==> config.mk <==
export PLATFORM = sky130hd
export DESIGN_NAME = multicycle_ctrl_fsm
export DESIGN_NICKNAME = d
export VERILOG_FILES = /design/src/rtl/ctrl_pkg.sv /design/src/rtl/mem_wait_timer.sv /design/src/rtl/multicycle_ctrl_fsm.sv
export SDC_FILE = /design/constraint.sdc
export NUM_CORES = 1
export LEC_CHECK = 0
export BUFFER_PORTS_ARGS = -buffer_cell sky130_fd_sc_hd__buf_2
export CAP_MARGIN = 20
export CORE_MARGIN = 3
export CORE_UTILIZATION = 50
export DETAILED_ROUTE_END_ITERATION = 10
export GPL_TIMING_DRIVEN = 0
export PLACE_DENSITY = 0.8
export SLEW_MARGIN = 5
export SYNTH_ARGS = -nofsm -noshare
export SYNTH_HDL_FRONTEND = slang
export SYNTH_SLANG_ARGS = --single-unit
==> constraint.sdc <==
create_clock -name clk -period 1.65 [get_ports clk]
set_input_delay 0.2475 -clock clk [delete_from_list [all_inputs] [get_ports clk]]
set_output_delay 0.2475 -clock clk [all_outputs]
set_load 0.02 [all_outputs]
==> src/rtl/ctrl_pkg.sv <==
// Shared control definitions for the multicycle RV32I core: FSM states, opcodes
// and the select/operation encodings seen by the ALU decoder and datapath muxes.
package ctrl_pkg;

    typedef enum logic [3:0] {
        S_FETCH    = 4'd0,
        S_DECODE   = 4'd1,
        S_MEMADR   = 4'd2,
        S_MEMREAD  = 4'd3,
        S_MEMWB    = 4'd4,
        S_MEMWRITE = 4'd5,
        S_EXECR    = 4'd6,
        S_EXECI    = 4'd7,
        S_ALUWB    = 4'd8,
        S_BRANCH   = 4'd9,
        S_JAL      = 4'd10,
        S_JALR1    = 4'd11,
        S_JALR2    = 4'd12,
        S_LUI      = 4'd13,
        S_AUIPC    = 4'd14
    } state_t;

    localparam logic [6:0] OP_LOAD   = 7'b0000011;
    localparam logic [6:0] OP_STORE  = 7'b0100011;
    localparam logic [6:0] OP_RTYPE  = 7'b0110011;
    localparam logic [6:0] OP_ITYPE  = 7'b0010011;
    localparam logic [6:0] OP_BRANCH = 7'b1100011;
    localparam logic [6:0] OP_JAL    = 7'b1101111;
    localparam logic [6:0] OP_JALR   = 7'b1100111;
    localparam logic [6:0] OP_LUI    = 7'b0110111;
    localparam logic [6:0] OP_AUIPC  = 7'b0010111;

    localparam logic [1:0] ALU_SRC_A_PC    = 2'b00;
    localparam logic [1:0] ALU_SRC_A_OLDPC = 2'b01;
    localparam logic [1:0] ALU_SRC_A_RS1   = 2'b10;
    localparam logic [1:0] ALU_SRC_A_ZERO  = 2'b11;

    localparam logic [1:0] ALU_SRC_B_RS2   = 2'b00;
    localparam logic [1:0] ALU_SRC_B_IMM   = 2'b01;
    localparam logic [1:0] ALU_SRC_B_FOUR  = 2'b10;

    localparam logic [1:0] RESULT_ALUOUT    = 2'b00;
    localparam logic [1:0] RESULT_READDATA  = 2'b01;
    localparam logic [1:0] RESULT_ALURESULT = 2'b10;

    localparam logic [1:0] ALU_OP_ADD    = 2'b00;
    localparam logic [1:0] ALU_OP_BRANCH = 2'b01;
    localparam logic [1:0] ALU_OP_FUNCT  = 2'b10;

    // First state after DECODE; unknown opcodes go back to FETCH.
    function automatic state_t decode_target(input logic [6:0] opcode);
        case (opcode)
            OP_LOAD, OP_STORE: return S_MEMADR;
            OP_RTYPE:          return S_EXECR;
            OP_ITYPE:          return S_EXECI;
            OP_BRANCH:         return S_BRANCH;
            OP_JAL:            return S_JAL;
            OP_JALR:           return S_JALR1;
            OP_LUI:            return S_LUI;
            OP_AUIPC:          return S_AUIPC;
            default:           return S_FETCH;
        endcase
    endfunction

    function automatic logic is_known_op(input logic [6:0] opcode);
        case (opcode)
            OP_LOAD, OP_STORE, OP_RTYPE, OP_ITYPE, OP_BRANCH,
            OP_JAL, OP_JALR, OP_LUI, OP_AUIPC: return 1'b1;
            default:                           return 1'b0;
        endcase
    endfunction

    function automatic logic is_mem_state(input state_t s);
        return (s == S_FETCH) || (s == S_MEMREAD) || (s == S_MEMWRITE);
    endfunction

endpackage

==> src/rtl/mem_wait_timer.sv <==
// Counts consecutive cycles a memory access has been waiting and flags the
// last allowed cycle; MEM_TIMEOUT of 0 disables the abort entirely.
module mem_wait_timer #(
    parameter int MEM_TIMEOUT = 256
) (
    input  logic clk,
    input  logic reset_n,
    input  logic clear,
    input  logic tick,
    output logic expired
);

    localparam int TW = (MEM_TIMEOUT > 1) ? $clog2(MEM_TIMEOUT) : 1;
    localparam logic [TW-1:0] LAST = TW'((MEM_TIMEOUT > 0) ? MEM_TIMEOUT - 1 : 0);

    logic [TW-1:0] count_reg;

    always_ff @(posedge clk or negedge reset_n) begin
        if (!reset_n) begin
            count_reg <= '0;
        end else if (clear) begin
            count_reg <= '0;
        end else if (tick) begin
            count_reg <= count_reg + TW'(1);
        end
    end

    assign expired = (MEM_TIMEOUT != 0) && (count_reg == LAST);

endmodule

==> src/rtl/multicycle_ctrl_fsm.sv <==
// Main control FSM of the multicycle RV32I core: sequences PC, IR, ALU and the
// shared memory port, with a timeout abort on stalled memory accesses.
module multicycle_ctrl_fsm
    import ctrl_pkg::*;
#(
    parameter int MEM_TIMEOUT = 256
) (
    input  logic       clk,
    input  logic       reset_n,
    input  logic [6:0] op,
    input  logic       alu_flag,
    input  logic       mem_ready,
    output logic       mem_req,
    output logic       mem_write,
    output logic       adr_src,
    output logic       ir_write,
    output logic       pc_write,
    output logic       reg_write,
    output logic [1:0] alu_src_a,
    output logic [1:0] alu_src_b,
    output logic [1:0] result_src,
    output logic [1:0] alu_op,
    output logic       retire,
    output logic       illegal_op,
    output logic       bus_err
);

    state_t state_reg;
    state_t state_next;
    logic   run_reg;
    logic   in_mem;
    logic   timer_expired;
    logic   timeout;

    // run_reg keeps every output low until the first edge after reset release.
    always_ff @(posedge clk or negedge reset_n) begin
        if (!reset_n) begin
            state_reg <= S_FETCH;
            run_reg   <= 1'b0;
        end else begin
            run_reg <= 1'b1;
            if (run_reg) begin
                state_reg <= state_next;
            end
        end
    end

    assign in_mem  = run_reg && is_mem_state(state_reg);
    assign timeout = in_mem && !mem_ready && timer_expired;

    mem_wait_timer #(
        .MEM_TIMEOUT (MEM_TIMEOUT)
    ) u_timer (
        .clk     (clk),
        .reset_n (reset_n),
        .clear   (!in_mem || mem_ready || timeout),
        .tick    (in_mem && !mem_ready),
        .expired (timer_expired)
    );

    always_comb begin
        state_next = state_reg;
        if (timeout) begin
            state_next = S_FETCH;
        end else begin
            case (state_reg)
                S_FETCH:    if (mem_ready) state_next = S_DECODE;
                S_DECODE:   state_next = decode_target(op);
                S_MEMADR:   state_next = op[5] ? S_MEMWRITE : S_MEMREAD;
                S_MEMREAD:  if (mem_ready) state_next = S_MEMWB;
                S_MEMWB:    state_next = S_FETCH;
                S_MEMWRITE: if (mem_ready) state_next = S_FETCH;
                S_EXECR, S_EXECI, S_JAL, S_JALR2, S_LUI, S_AUIPC:
                            state_next = S_ALUWB;
                S_JALR1:    state_next = S_JALR2;
                S_ALUWB:    state_next = S_FETCH;
                S_BRANCH:   state_next = S_FETCH;
                default:    state_next = S_FETCH;
            endcase
        end
    end

    always_comb begin
        mem_req    = 1'b0;
        mem_write  = 1'b0;
        adr_src    = 1'b0;
        ir_write   = 1'b0;
        pc_write   = 1'b0;
        reg_write  = 1'b0;
        alu_src_a  = ALU_SRC_A_PC;
        alu_src_b  = ALU_SRC_B_RS2;
        result_src = RESULT_ALUOUT;
        alu_op     = ALU_OP_ADD;
        retire     = 1'b0;
        illegal_op = 1'b0;
        bus_err    = timeout;
        if (run_reg) begin
            case (state_reg)
                S_FETCH: begin
                    mem_req    = 1'b1;
                    alu_src_a  = ALU_SRC_A_PC;
                    alu_src_b  = ALU_SRC_B_FOUR;
                    result_src = RESULT_ALURESULT;
                    ir_write   = mem_ready;
                    pc_write   = mem_ready;
                end
                S_DECODE: begin
                    alu_src_a  = ALU_SRC_A_OLDPC;
                    alu_src_b  = ALU_SRC_B_IMM;
                    illegal_op = !is_known_op(op);
                end
                S_MEMADR: begin
                    alu_src_a = ALU_SRC_A_RS1;
                    alu_src_b = ALU_SRC_B_IMM;
                end
                S_MEMREAD: begin
                    mem_req = 1'b1;
                    adr_src = 1'b1;
                end
                S_MEMWB: begin
                    result_src = RESULT_READDATA;
                    reg_write  = 1'b1;
                    retire     = 1'b1;
                end
                S_MEMWRITE: begin
                    mem_req   = 1'b1;
                    mem_write = 1'b1;
                    adr_src   = 1'b1;
                    retire    = mem_ready;
                end
                S_EXECR: begin
                    alu_src_a = ALU_SRC_A_RS1;
                    alu_src_b = ALU_SRC_B_RS2;
                    alu_op    = ALU_OP_FUNCT;
                end
                S_EXECI: begin
                    alu_src_a = ALU_SRC_A_RS1;
                    alu_src_b = ALU_SRC_B_IMM;
                    alu_op    = ALU_OP_FUNCT;
                end
                S_ALUWB: begin
                    reg_write = 1'b1;
                    retire    = 1'b1;
                end
                S_BRANCH: begin
                    alu_src_a = ALU_SRC_A_RS1;
                    alu_src_b = ALU_SRC_B_RS2;
                    alu_op    = ALU_OP_BRANCH;
                    pc_write  = alu_flag;
                    retire    = 1'b1;
                end
                S_JAL, S_JALR2: begin
                    alu_src_a = ALU_SRC_A_OLDPC;
                    alu_src_b = ALU_SRC_B_FOUR;
                    pc_write  = 1'b1;
                end
                // The ALU decoder clears bit 0 of the jump target in this state.
                S_JALR1: begin
                    alu_src_a = ALU_SRC_A_RS1;
                    alu_src_b = ALU_SRC_B_IMM;
                    alu_op    = ALU_OP_FUNCT;
                end
                S_LUI: begin
                    alu_src_a = ALU_SRC_A_ZERO;
                    alu_src_b = ALU_SRC_B_IMM;
                end
                S_AUIPC: begin
                    alu_src_a = ALU_SRC_A_OLDPC;
                    alu_src_b = ALU_SRC_B_IMM;
                end
                default: ;
            endcase
        end
    end

endmodule

==> flow_summary.yaml, run 1 <==
setup_path:
  critPathLaunchType: "register"
  worstPathRequired_ps: 1400
  cp_slowest_cell: "dfrtp_2"
  end_kind: "output port"
  max_stage_delay_ps: 500
  path_class: "register to output port"
  arrival_ps: 1800
  path_max_fanout: 10
  cp_cell_sequence: "buf_8, xor2_2, nor3b_1, buf_2"
detailed_routing:
  dr.first_iter.drc_count: 156
  antenna_left: 0
  dr.pass1.iters: 5
  routed_wl_um: 5920
  viasPerCell: 7.20
  vias: 1677
  wl_per_cell_um: 25.4
  drcViolationCount: 0
run_status:
  violations: "negative setup slack"
  outcome: "finished with violations"
clock_network:
  clk_pin_slew_ps: 100
  htreeDepth: 1
  cts_tree: "done"
  cts_buffers: 3
  clk_latency_ps: 290
  clockBufferDepth: 2
  cts_num_sinks: 13
  root_buffer: "clkbuf_4"
power_and_ir_drop:
  switchingPower_w: 0.000464
  pwr_density_cell_mw_per_mm2: 617
  p_seq_frac: 0.295
  p_sw_frac: 0.388
  p_int_w: 0.000731
  p_comb_frac: 0.527
  irDropWorstVdd_uv: 692
  pwr-share-clk: 0.178
  p_leak_nw: 0.829
job:
  drv_cap: 0
final_layout:
  nFillCells: 52
  n_antenna_cell: 0
  finalCoreUtilization: 0.947
  largest_reg_flops: 8
  area_growth_pct: 72.7
  drive_above_1_share: 0.519
  final_cell_mix: "buf_4, nor2_1, buf_2, buf_6"
  final_common_cell: "buf_4"
  nets: 219
yosys:
  synth_cell_types: 42
  ys_seq_area_frac: 0.291
  synth-seq-cells: 13
  synth_area_mm2: 0.00112
  syn_avg_cell_area_um2: 7.67
  synth_flop_cell: "dfrtp_1"
  synth-edff-count: 0
  yosys_warnings: 0
  ys_async_sr_fraction: 1.00
  syn_nets: 158
  postSynthCellCount: 146
die:
  num_rows: 16
  die_x_um: 53.3
  core_mm2: 0.00204
  io_pins: 28
  die_height_um: 53.3
  die_area_mm2: 0.00284
  initial_utilization: 0.548
placed_design:
  gp_congestion: 0.905
  port-buffer-count: 26
  dpl.hpwl_um: 2070
  pre_cts_ws_ps: -85.5
global_routing:
  antenna_found_initial: 0
  grt_overflow: 0
  grt_pass1_vias: 1186
  grt.total_usage: 0.270
  grt_max_degree: 14
  grt_pass1_wl_um: 5550
sta:
  layout_min_cycle_time_ps: 2040
  hold_ws_ps: 385
  setup_slack_ps: -394
  rsz0062_at_grt: "true"
  final_hold_viol_count: 0
  finClkSkew_ps: 12.1
  setup_viol: 20
  fin_crit_sh: 1.24
  max_freq_mhz: 489
  slew_viol_final: 0
hold_path:
  hold_class: "input port to register"
[metrics by stage]
stage               setup TNS (ps)  power [W]  area [um2]  cells
finish                       -3610    0.00119        1930    233
global route                 -4640    0.00124        1930    233
CTS                          -1530   0.000965        1590    217
detailed placement            -158   0.000668        1300    199
global placement              -100   0.000660        1300    199
floorplan                     -105   0.000577        1140    146
[final timing paths]
| check | endpoint | startpoint | cells after the start | slack, ps |
|---|---|---|---|---|
| max reg2reg | state_reg[1] | state_reg[3] | 6 | -70 |
| max in group asynchronous | run_reg | reset_n | 2 | 980 |
| min | state_reg[0] | op[3] | 3 | 390 |
| min reg2reg | u_timer.count_reg[0] | u_timer.count_reg[0] | 1 | 490 |
| min in group asynchronous | u_timer.count_reg[5] | reset_n | 2 | 400 |
| max | adr_src | state_reg[2] | 4 | -390 |
[area by class of cell]
cell class,count,area (um2),share of cell area
Clock buffer,3,22.5,0.0116
Sequential cell,13,332,0.171
Inverter,5,26.3,0.0136
Buffer,8,113,0.0582
Clock inverter,1,5.00,0.00259
Multi-Input combinational cell,120,926,0.479
Tap cell,27,33.8,0.0175
Timing Repair Buffer,56,477,0.246
[synth_stat cells (2+ instances only)]
| cell type | number | area share |
|---|---|---|
| and3_2 | 2 | 0.013 |
| nand3_1 | 6 | 0.027 |
| buf_2 | 7 | 0.031 |
| xnor2_1 | 4 | 0.031 |
| nor3b_1 | 2 | 0.013 |
| inv_1 | 4 | 0.013 |
| nor4b_1 | 2 | 0.016 |
| and2_1 | 2 | 0.011 |
| nor3_1 | 7 | 0.031 |
| o22ai_1 | 3 | 0.017 |
| a211oi_1 | 5 | 0.034 |
| dfrtp_1 | 13 | 0.29 |
| xor2_1 | 5 | 0.039 |
| a211o_1 | 2 | 0.016 |
| o21ai_0 | 5 | 0.022 |
| nand4_1 | 2 | 0.011 |
| a21oi_1 | 8 | 0.036 |
| nand2_1 | 11 | 0.037 |
| nor2_1 | 19 | 0.064 |
| nand3b_1 | 2 | 0.013 |
| nand2b_1 | 5 | 0.028 |
| nor4_1 | 3 | 0.017 |
| a31oi_1 | 5 | 0.028 |
| nor2b_1 | 4 | 0.022 |
[power by group through the flow]
stage	clock network [W]	registers, W	logic, W
6_report	0.000212	0.000353	0.000629
5_1_grt	0.000228	0.000354	0.000655
4_1_cts	0.000203	0.000346	0.000416
3_5_place_dp	0	0.000349	0.000319
3_3_place_gp	0	0.000348	0.000311
2_1_floorplan	0	0.000346	0.000231
[critical path: cells and delay by family, from the launching register on]
family	cells	cell delay [ps]
simple gates	1	330
flops	1	500
buf+inv	2	450
xor+xnor	1	240
[repair_timing]
| action | in CTS | in global routing |
|---|---|---|
| endpoints found under the hold margin | 13 | 0 |
| setup endpoints to repair | 17 | 19 |
| pin swaps | 4 | 15 |
| gates cloned | 0 | 3 |
| gates resized for setup | 45 | 38 |
| hold buffers | 1 | 0 |
| setup buffers | 13 | 14 |
[cells by family after synthesis]
group	after synthesis	synth area share
AOI/OAI and AO/OA	35	0.213
DFF	13	0.291
other	1	0.00335
buffers and inverters	13	0.0514
and+or+nand+nor	74	0.360
adders and majority gates	1	0.0112
xor gates and xnor gates	9	0.0704
[per-layer routing]
metal	part of all wire	vias up	track usage
met5	0	-	0
met4	0.084	0	0.0723
met3	0.13	71	0.0535
met2	0.46	196	0.455
met1	0.33	758	0.346
li1	-	652	-
(Power assumes the default switching activity.)
==> run 2, diff against run 1 <==
CORE_UTILIZATION = 32   (was 50)
PLACE_DENSITY = 0.57   (was 0.8)
==> run 2 against run 1 <==
  * The run still ends with negative setup slack left
  * Register-to-register slack improved by 60 ps
  * Final area grew 2.7%
  * Die area rose by 49%
  * Non-clock buffer count did not move
  * Cell count is 7.3% higher
  * Hold slack worse by 8.7 ps
  * Flip-flop and latch count is the same
==> flow_summary.yaml, run 2 (synthesis results as in run 1) <==
final_layout:
  final_cell_mix: "buf_4, nor2_1, buf_6, buf_2, dfrtp_1"
  design_area_mm2: 0.00199
  area_growth_pct: 77.3
  largest_reg_flops: 8
  n_antenna_cell: 0
  drive_above_1_share: 0.544
  nets: 219
  final_common_cell: "buf_4"
detailed_routing:
  drcViolationCount: 0
  dr.pass1.iters: 4
  routed_wl_um: 4420
  antenna_left: 0
  vias: 1413
  dr.first_iter.drc_count: 132
  wl_per_cell_um: 17.7
  viasPerCell: 5.65
power_and_ir_drop:
  p_leak_nw: 0.841
  power_w: 0.00115
  irDropWorstVdd_uv: 248
  pwr_density_cell_mw_per_mm2: 577
sta:
  setup_slack_ps: -196
  max_freq_mhz: 542
  rsz0062_at_grt: "true"
  final_hold_viol_count: 0
  layout_min_cycle_time_ps: 1850
  setup_viol: 16
  fin_crit_sh: 1.12
  slew_viol_final: 0
  hold_ws_ps: 376
  finClkSkew_ps: 4.51
placed_design:
  port-buffer-count: 26
  gp_congestion: 0.830
  dpl.hpwl_um: 2200
  pre_cts_ws_ps: -89.2
  postPlaceCellArea_mm2: 0.00132
die:
  die_x_um: 65.2
  die_area_mm2: 0.00425
  initial_utilization: 0.350
  die_height_um: 65.2
  num_rows: 20
  io_pins: 28
  core_mm2: 0.00320
clock_network:
  cts_num_sinks: 13
  clockBufferDepth: 2
  root_buffer: "clkbuf_4"
  cts_tree: "done"
  clk_pin_slew_ps: 80
  htreeDepth: 1
  clk_latency_ps: 280
  cts_buffers: 3
setup_path:
  worstPathRequired_ps: 1400
  r2r-start: "state_reg[3]"
  reg2reg_to: "state_reg[2]"
  path_class: "register to output port"
  crit_family: "flip-flops"
  crit_buf_inv: 2
  reg2reg_depth: 6
  cp_slowest_cell: "dfrtp_2"
  critPathLaunchType: "register"
  r2r_slack_ps: -10
  end_kind: "output port"
  path_max_fanout: 7
  cp_cell_sequence: "nand2b_4, buf_6, a21oi_2, a31oi_1, nor2_1, buf_4"
  arrival_ps: 1600
  max_stage_delay_ps: 510
run_status:
  violations: "negative setup slack"
  outcome: "finished with violations"
global_routing:
  grt_max_degree: 14
  grt_pass1_vias: 1343
  antenna_found_initial: 0
  grt.total_usage: 0.188
  grt_overflow: 0
  grt_pass1_wl_um: 6290
job:
  drv_cap: 0
hold_path:
  hold_class: "input port to async pin"
[run 2: cell types whose count changed in the layout (fill, tap and decap cells not counted), moves of 2 or more]
cell / before / now
clkbuf_16: 3 / 1
nor3_2: 1 / 5
buf_2: 15 / 11
buf_4: 29 / 34
dfrtp_2: 5 / 3
nor3_1: 5 / 2
buf_6: 9 / 11
dfrtp_1: 8 / 10
nand2_1: 8 / 6
[run 2: what timing repair did]
item                       CTS  global route
hold endpoints to repair    13             0
pin swaps                   15            20
hold buffers                 1             0
setup buffers               21             7
gates cloned                 1             1
gates resized for setup     63            32
setup endpoints to repair   19            19
[run 2: worst max-delay path by stage]
stage | startpoint | endpoint | slack, ps | depth (start not counted)
global route | state_reg[2] | pc_write | -260 | 5
global placement | state_reg[0] | alu_op[1] | -60 | 6
floorplan | state_reg[0] | ir_write | -100 | 4
finish | state_reg[2] | alu_src_b[0] | -200 | 6
CTS | state_reg[3] | bus_err | -160 | 4
detailed placement | u_timer.count_reg[0] | bus_err | -90 | 5
[run 2: routing by layer]
metal  up-vias  part of all wire  global-route usage
met1       668              0.39               0.241
met4         0             0.039              0.0518
met3        23             0.080              0.0393
li1        644                 -                   -
met2        78              0.49               0.322
met5         -                 0                   0
[run 2: cell type report]
class,instances,area (um2)
fillers,273,1220
multi-input cells,120,986
repair buffers,56,455
flip-flops and latches,13,329
plain buffers,8,109
well taps,44,55.1
inverters,5,23.8
clock buffers,3,22.5
clock inverters,1,5.00
[run 2: where the power goes]
part | internal, W | switching (W)
Clock | 0.0000900 | 0.000108
Combinational | 0.000302 | 0.000299
Sequential | 0.000331 | 0.0000160
[run 2: per-stage QoR]
stage | instances | util | setup TNS, ps
final | 250 | 0.620 | -1870
after global routing | 250 | 0.620 | -2910
after CTS | 243 | 0.550 | -1390
after detailed placement | 216 | 0.413 | -166
after global placement | 216 | 0.413 | -140
after floorplan | 146 | - | -105
